--- src/rtl/pipeline_stall_controller.sv ---
// ---------------------------------------------------------------------------
// pipeline_stall_controller
//
// Hazard and stall controller for a five-stage in-order pipeline. It handles
// three situations:
//   * Data-memory miss: the whole pipeline freezes in RUN, and then in MEM_WAIT,
//     until memory reports ready.
//   * Load-use hazard: PC and IF/ID hold, and a bubble is inserted into ID/EX.
//   * Taken branch: IF/ID is cleared, but only in cycles where IF/ID is
//     actually written.
//
// Priority is memory miss > load-use > branch.
//
// A taken branch that is parked in ID during a stall is flushed in the first
// cycle the stall releases. This falls out of gating IF_Flush_o with
// IF_ID_Write_o.
//
// Optional feature (macro STALL_PERF_COUNTER_EN):
//   defined   : Stall_Count_o counts clock edges where PCWrite_o=0
//               (saturating).
//   undefined : Stall_Count_o is tied to zero and no counter register exists.
//
// Ports
//   clk_i               in   pipeline clock, rising edge
//   rst_i               in   asynchronous reset, active-low
//   ID_EX_MemRead_i     in   instruction in EX is a load
//   IF_ID_RegisterRs1_i in   rs1 of the instruction in ID
//   IF_ID_RegisterRs2_i in   rs2 of the instruction in ID
//   ID_EX_RegisterRd_i  in   rd of the instruction in EX
//   Branch_Taken_i      in   branch in ID resolved taken
//   DMem_Req_i          in   MEM stage issues a data-memory access
//   DMem_Ready_i        in   data memory completed the access
//   PCWrite_o           out  PC update enable
//   IF_ID_Write_o       out  IF/ID write enable
//   ID_EX_Write_o       out  ID/EX write enable
//   EX_MEM_Write_o      out  EX/MEM write enable
//   Flush_o             out  bubble (zeroed control) into ID/EX
//   IF_Flush_o          out  clear IF/ID to a NOP
//   Mem_Timeout_o       out  sticky: a memory wait hit the 255-cycle limit
//   Stall_Count_o       out  stall cycle count (0 unless STALL_PERF_COUNTER_EN)
// ---------------------------------------------------------------------------
module pipeline_stall_controller (
    input  logic        clk_i,
    input  logic        rst_i,
    input  logic        ID_EX_MemRead_i,
    input  logic [4:0]  IF_ID_RegisterRs1_i,
    input  logic [4:0]  IF_ID_RegisterRs2_i,
    input  logic [4:0]  ID_EX_RegisterRd_i,
    input  logic        Branch_Taken_i,
    input  logic        DMem_Req_i,
    input  logic        DMem_Ready_i,
    output logic        PCWrite_o,
    output logic        IF_ID_Write_o,
    output logic        ID_EX_Write_o,
    output logic        EX_MEM_Write_o,
    output logic        Flush_o,
    output logic        IF_Flush_o,
    output logic        Mem_Timeout_o,
    output logic [31:0] Stall_Count_o
);

    typedef enum logic {
        RUN      = 1'b0,
        MEM_WAIT = 1'b1
    } state_t;

    state_t     state;
    state_t     state_next;
    logic [7:0] wait_cnt;
    logic       timeout_q;
    logic       load_use;
    logic       mem_miss;
    logic       timeout_now;

    // x0 is hardwired to zero, so a load targeting it can never create a hazard.
    assign load_use = ID_EX_MemRead_i
                    && (ID_EX_RegisterRd_i != 5'd0)
                    && ((ID_EX_RegisterRd_i == IF_ID_RegisterRs1_i)
                        || (ID_EX_RegisterRd_i == IF_ID_RegisterRs2_i));

    assign mem_miss = DMem_Req_i && !DMem_Ready_i;

    // State register
    always_ff @(posedge clk_i or negedge rst_i) begin
        if (!rst_i) begin
            state <= RUN;
        end else begin
            state <= state_next;
        end
    end

    // Next-state logic and enable generation
    always_comb begin
        state_next     = state;
        PCWrite_o      = 1'b0;
        IF_ID_Write_o  = 1'b0;
        ID_EX_Write_o  = 1'b0;
        EX_MEM_Write_o = 1'b0;
        Flush_o        = 1'b0;

        // While reset is held, every enable stays at its zero default.
        if (rst_i) begin
            case (state)
                RUN: begin
                    if (mem_miss) begin
                        // Full freeze starts in the miss cycle itself.
                        state_next = MEM_WAIT;
                    end else if (load_use) begin
                        // Hold PC and IF/ID, and let EX/MEM drain.
                        ID_EX_Write_o  = 1'b1;
                        EX_MEM_Write_o = 1'b1;
                        Flush_o        = 1'b1;
                    end else begin
                        PCWrite_o      = 1'b1;
                        IF_ID_Write_o  = 1'b1;
                        ID_EX_Write_o  = 1'b1;
                        EX_MEM_Write_o = 1'b1;
                    end
                end
                MEM_WAIT: begin
                    // Ready releases unconditionally. Any new miss presented in
                    // the release cycle is picked up from RUN on the next cycle.
                    if (DMem_Ready_i) begin
                        PCWrite_o      = 1'b1;
                        IF_ID_Write_o  = 1'b1;
                        ID_EX_Write_o  = 1'b1;
                        EX_MEM_Write_o = 1'b1;
                        state_next     = RUN;
                    end
                end
            endcase
        end

        // A held branch is flushed as soon as IF/ID is written again.
        IF_Flush_o = IF_ID_Write_o && Branch_Taken_i;
    end

    // Wait counter: cleared on entry to MEM_WAIT, saturates at 255.
    always_ff @(posedge clk_i or negedge rst_i) begin
        if (!rst_i) begin
            wait_cnt <= 8'd0;
        end else if ((state == RUN) && (state_next == MEM_WAIT)) begin
            wait_cnt <= 8'd0;
        end else if ((state == MEM_WAIT) && (wait_cnt != 8'hFF)) begin
            wait_cnt <= wait_cnt + 8'd1;
        end
    end

    assign timeout_now = (state == MEM_WAIT) && (wait_cnt == 8'hFF) && !DMem_Ready_i;

    // Timeout flag: sticky until reset.
    // The flag reports in the same cycle the limit is reached; timeout_q then
    // holds it for all later cycles.
    always_ff @(posedge clk_i or negedge rst_i) begin
        if (!rst_i) begin
            timeout_q <= 1'b0;
        end else if (timeout_now) begin
            timeout_q <= 1'b1;
        end
    end

    assign Mem_Timeout_o = timeout_q || timeout_now;

`ifdef STALL_PERF_COUNTER_EN
    logic [31:0] stall_cnt;

    // Stall counter: one count per edge with the PC held.
    always_ff @(posedge clk_i or negedge rst_i) begin
        if (!rst_i) begin
            stall_cnt <= 32'd0;
        end else if (!PCWrite_o && (stall_cnt != 32'hFFFF_FFFF)) begin
            stall_cnt <= stall_cnt + 32'd1;
        end
    end

    assign Stall_Count_o = stall_cnt;
`else
    assign Stall_Count_o = 32'd0;
`endif

endmodule

--- config.mk ---
export PLATFORM = sky130hd
export DESIGN_NAME = pipeline_stall_controller
export DESIGN_NICKNAME = d
export VERILOG_FILES = /design/src/rtl/pipeline_stall_controller.sv
export SDC_FILE = /design/constraint.sdc
export NUM_CORES = 1
export LEC_CHECK = 0
export CORE_UTILIZATION = 40
export DETAILED_ROUTE_END_ITERATION = 16
export GPL_ROUTABILITY_DRIVEN = 1
export HOLD_SLACK_MARGIN = 0.12
export PLACE_DENSITY = 0.88
export SLEW_MARGIN = 10
export SYNTH_ARGS = -nofsm -noshare
export SYNTH_HDL_FRONTEND = slang
export SYNTH_SLANG_ARGS = --single-unit
--- constraint.sdc ---
create_clock -name clk_i -period 2.28 [get_ports clk_i]
set_input_delay 0.342 -clock clk_i [delete_from_list [all_inputs] [get_ports clk_i]]
set_output_delay 0.342 -clock clk_i [all_outputs]
set_load 0.05 [all_outputs]
Word-level counts from Yosys, hierarchy flattened

Cells that the tools add are included.

Add/subtract/negate cells: 1
Equal/unequal tests: 4
Mux-type cells: 18
Bitwise logic cells: 1
Reductions and logical operators: 13

Operator list:

| operator              | number |
|---|---|
| $mux W8               | 2 |
| $mux W1               | 13 |
| $eq A5 B5 Y1          | 2 |
| $add A8 B1 Y8 const B | 1 |
| $eq A8 B8 Y1 const B  | 1 |
| $logic_and A1 B1 Y1   | 8 |
| $ne A8 B8 Y1 const B  | 1 |
| $pmux W1 S2           | 3 |
| $reduce_bool A5 Y1    | 1 |
| $logic_or A1 B1 Y1    | 2 |
| $reduce_bool A2 Y1    | 1 |
| $logic_not A1 Y1      | 1 |
| $not A1 Y1            | 1 |

Flip-flop bits (word level): 10
Bits of input ports: 21
Output and inout bits: 39
Logic and storage cells: 40

Logic depth before layout (Yosys ltp)

Gate-level depths: netlist (run 1).

Depth after elaboration: 8
Gate-level depth with buffers: 6
Depth with buffers taken out: 5

Least setup slack after synthesis (run 1)

OpenSTA, ideal clock, no wires.

Kind: register to output
Start point: reg state
End point: out PCWrite_o
Arrival time: 2308 ps
Data required time: 1938 ps
Slack: -370 ps
Stages on the path, launching flop included: 6
Path buffers: 2
Cell sequence: dfrtp_1 -> buf_4 -> nor2_1 -> o21a_1 -> a21boi_1 -> buf_4

Cells in the longest elaborated chain, start to end: 3

Ends and longest elaborated chain:

| item                     | RTL line | text |
|---|---|---|
| start: declaration       | 67       | `state_t state;` |
| start signal: assignment | 88       | `state <= state_next;` |
| $not A1 Y1               | -        |  |
| $pmux W1 S2 (*)          | -        |  |
| $mux W1 (*)              | -        |  |
| end: declaration         | 52       | `output logic PCWrite_o,` |

Mark *: on every way between the ends. The rest lies on a longest branch, timed or not.

Final worst setup path (run 1)

Start point: in ID_EX_RegisterRd_i[2]
End point: out IF_ID_Write_o

Cells in the longest elaborated chain, start to end: 7
Elaborated cells between the ends (all ways): 10
Those cells by class: eq/ne: 2; mux: 4; reduce/logical: 4

Ends and longest elaborated chain:

| item                                                      | RTL line | text |
|---|---|---|
| start: declaration                                        | 48       | `input logic [4:0] ID_EX_RegisterRd_i,` |
| $eq A5 B5 Y1, or another cell as far along                | 78       | `&& ((ID_EX_RegisterRd_i == IF_ID_RegisterRs1_i)` |
| $logic_or A1 B1 Y1 or $logic_and A1 B1 Y1 (tied branches) | 79, 77   |  |
| $logic_and A1 B1 Y1 (*)                                   | 78       |  |
| $mux W1 (*)                                               | 108      | `end else if (load_use) begin` |
| $mux W1 (*)                                               | 105      | `if (mem_miss) begin` |
| $pmux W1 S2 (*)                                           | 103      | `case (state)` |
| $mux W1 (*)                                               | 102      | `if (rst_i) begin` |
| end: declaration                                          | 53       | `output logic IF_ID_Write_o,` |

Marked as above.

==> impl_metrics.env, run 1 <==
export IMPL_die_w_microns=52.1
export IMPL_initial_core_util=0.437
export IMPL_syn_avg_cell_area_sq_um=9.05
export IMPL_cts_setup_buffers=0
export IMPL_grtUsageTotal=0.167
export IMPL_area_growth_pct=33.5
export IMPL_fin_setup_tns_ps=0
export IMPL_rr_endpoint="wait_cnt[1]"
export IMPL_die_area_sq_um=2720
export IMPL_antenna_found_initial=0
export IMPL_met2_usage=0.318
export IMPL_status="finished clean"
export IMPL_io_pins=60
export IMPL_synth_seq_cells=10
export IMPL_crit_slowest_cell="clkdlybuf4s50_1"
export IMPL_worst_hold_path_type="in -> async"
export IMPL_cts_tree="yes"
export IMPL_layout_common_cells="conb_1 (32), clkdlybuf4s50_1 (18), xnor2_1 (14), dfrtp_1 (10), nor2_1 (8)"
export IMPL_drc_errors=0
export IMPL_first_global_vias=753
export IMPL_power_density_nw_per_um2=671
export IMPL_synthesis_instances=111
export IMPL_critical_path_class="in -> out"
export IMPL_cpPeakStageDelay_ps=420
export IMPL_clk_pin_slew_ps=70
export IMPL_endpoint_kind="output port"
export IMPL_grt_max_degree=10
export IMPL_diodes=0
export IMPL_hold_viol=0
export IMPL_port_buffer_count=27
export IMPL_p_sw_frac=0.439
export IMPL_row_count=17
export IMPL_setup_viol=0
export IMPL_clk_latency_ps=270
export IMPL_required_ps=1940
export IMPL_worstSetupStartpointType="input port"
export IMPL_top_usage_layer="met2"
export IMPL_comb_power_share=0.491
export IMPL_ff2ff_setup_slack_ps=560
export IMPL_drv_slew=0
export IMPL_synth_warnings=0
export IMPL_grtUsageMet1=0.182
export IMPL_use_met3=0.0468
export IMPL_crit_chain="clkdlybuf4s50_1 > or3_4 > o311a_4 > a21boi_4 > buf_12"
export IMPL_share_seq_of_total_power=0.331
export IMPL_yosysUniqueCellTypes=30
export IMPL_intPower_w=0.000505
export IMPL_dr_pass1_iters=4
export IMPL_cts_sinks=10
export IMPL_p_sw_w=0.000395
export IMPL_netlist_area_sq_um=1000
export IMPL_ant_nets=0
export IMPL_cts_root_to_sink_buffers=2
export IMPL_clk_root_buffer_cell="clkbuf_4"
export IMPL_skew_ps=0.347
export IMPL_fmax_ghz=0.444
export IMPL_grt_ovfl_total=0
export IMPL_grt_pass1_wl_mm=3.28
export IMPL_num_fill_cells=203
export IMPL_rr_startpoint="wait_cnt[0]"
export IMPL_holdWs_ps=305
export IMPL_drive_gt1_frac=0.218
export IMPL_dr_total_vias=780
export IMPL_nNetsFinal=165
export IMPL_worstPathArrival_ps=1910
export IMPL_core_area_sq_um=2300
export IMPL_finalCriticalPeriod_ps=2250
export IMPL_die_h_microns=52.1
export IMPL_maxCapViolations=0
export IMPL_h_tree_depth=1
export IMPL_fin_crit_sh=0.988
export IMPL_critPathMaxFanout=3
export IMPL_gp_congestion=0.786
export IMPL_vdd_ir_drop_worst_uv=554
export IMPL_clockPowerShare=0.178
export IMPL_cts_made_buffers=3
export IMPL_first_iter_violations=4
export IMPL_via_per_inst=4.59
export IMPL_wl_per_cell_microns=12.3
export IMPL_drt_total_wl_mm=2.09
export IMPL_ff2ff_path_depth=5
export IMPL_dp_hpwl_mm=1.80
export IMPL_final_common_cell="conb_1"
export IMPL_ys_seq_area_frac=0.249
export IMPL_cellLeakagePower_nw=0.605
cells by family (layout without fill, tap and decap cells):
family / count (synthesis) / after routing / share of synthesized area
buffers and inverters: 40 / 40 / 0.289
AND/OR/NAND/NOR: 28 / 28 / 0.167
AO/OA/AOI/OAI: 15 / 15 / 0.136
XOR/XNOR: 14 / 14 / 0.122
flip-flops: 10 / 10 / 0.249
multiplexers: 2 / 2 / 0.0212
adder cells (fa/ha/maj): 1 / 1 / 0.0125
other: 1 / 32 / 0.00373
through the flow:
| step | total power [W] | utilization | cells | worst slack [ps] | area (sq um) |
|---|---|---|---|---|---|
| after detailed placement | 0.000742 | 0.556 | 166 | -53.6 | 1280 |
| after global placement | 0.000714 | 0.556 | 166 | 49.3 | 1280 |
| after global routing | 0.000957 | 0.584 | 170 | -3.87 | 1340 |
| after floorplan | 0.000652 | - | 142 | 113 | 1140 |
| final | 0.000901 | 0.584 | 170 | 26.9 | 1340 |
| after CTS | 0.000909 | 0.577 | 170 | 4.40 | 1330 |
what timing repair did:
| action | CTS | global route |
|---|---|---|
| resized for setup | 1 | 4 |
| pin swaps | 1 | 2 |
| hold buffers | 0 | 0 |
| setup endpoints to repair | 2 | 4 |
state kept, by name (all words and copies together), names as in the netlist:
name	cells
wait_cnt	8
timeout_q	1
state	1
how the worst max path moves through the flow:
stage                          to  slack (ps)                  start
floorplan               PCWrite_o         110                  state
global placement        PCWrite_o          50  ID_EX_RegisterRd_i[0]
detailed placement  IF_ID_Write_o         -50  ID_EX_RegisterRd_i[0]
CTS                 IF_ID_Write_o           4  ID_EX_RegisterRd_i[0]
global route        IF_ID_Write_o          -4  ID_EX_RegisterRd_i[2]
finish              IF_ID_Write_o          30  ID_EX_RegisterRd_i[2]
power groups by stage:
stage | Combinational [W] | Sequential [W] | Clock [W]
after global routing | 0.000479 | 0.000308 | 0.000170
after CTS | 0.000444 | 0.000298 | 0.000167
after global placement | 0.000419 | 0.000295 | 0
final | 0.000442 | 0.000298 | 0.000161
after floorplan | 0.000370 | 0.000282 | 0
after detailed placement | 0.000440 | 0.000302 | 0
layout make-up:
class | count | area [sq um] | area share
repair buffers | 33 | 390 | 0.291
flip-flops and latches | 10 | 250 | 0.187
multi-input cells | 92 | 618 | 0.461
well taps | 28 | 35.0 | 0.0261
inverters | 3 | 11.3 | 0.00840
clock buffers | 4 | 36.3 | 0.0271
synthesized netlist by cell type (all sizes together):
master	number	area share
a211oi	2	0.025
a21boi	1	0.0075
a21oi	2	0.010
a311oi	2	0.024
a31o	3	0.026
and3	2	0.012
buf	37	0.28
conb	1	0.0037
dfrtp	10	0.25
ha	1	0.012
inv	3	0.011
mux2	1	0.011
mux2i	1	0.010
nand2	7	0.026
nand2b	1	0.0062
nand3	5	0.025
nor2	8	0.030
nor2b	1	0.0062
nor4b	2	0.047
o2111a	1	0.011
o21a	1	0.0075
o22ai	1	0.0062
o311a	1	0.010
o41ai	1	0.0087
or3	1	0.0062
or4	1	0.0075
xnor2	14	0.12
per-layer routing:
metal,vias up,wire length (microns)
met5,-,0
met4,0,0
met3,0,107
met2,38,1170
met1,368,813
li1,374,-
critical path: cells and delay by family:
kind / cells / cell delay, ps
AOI/OAI and AO/OA: 2 / 640
buffers and inverters: 2 / 590
and+or+nand+nor: 1 / 340
No activity file was read; power rests on OpenSTA's default activity.
==> inputs of run 2 (changes only) <==
Settings changed: SKIP_LAST_GASP from default to 1.
==> results of run 2 <==
No change in the layout: final DEF, timing and power equal those of run 1.
==> inputs of run 3 (changes only) <==
Settings changed: ABC_CLOCK_PERIOD_IN_PS from default to 2280.
==> results of run 3 <==
No change in the layout: final DEF, timing and power equal those of run 1.
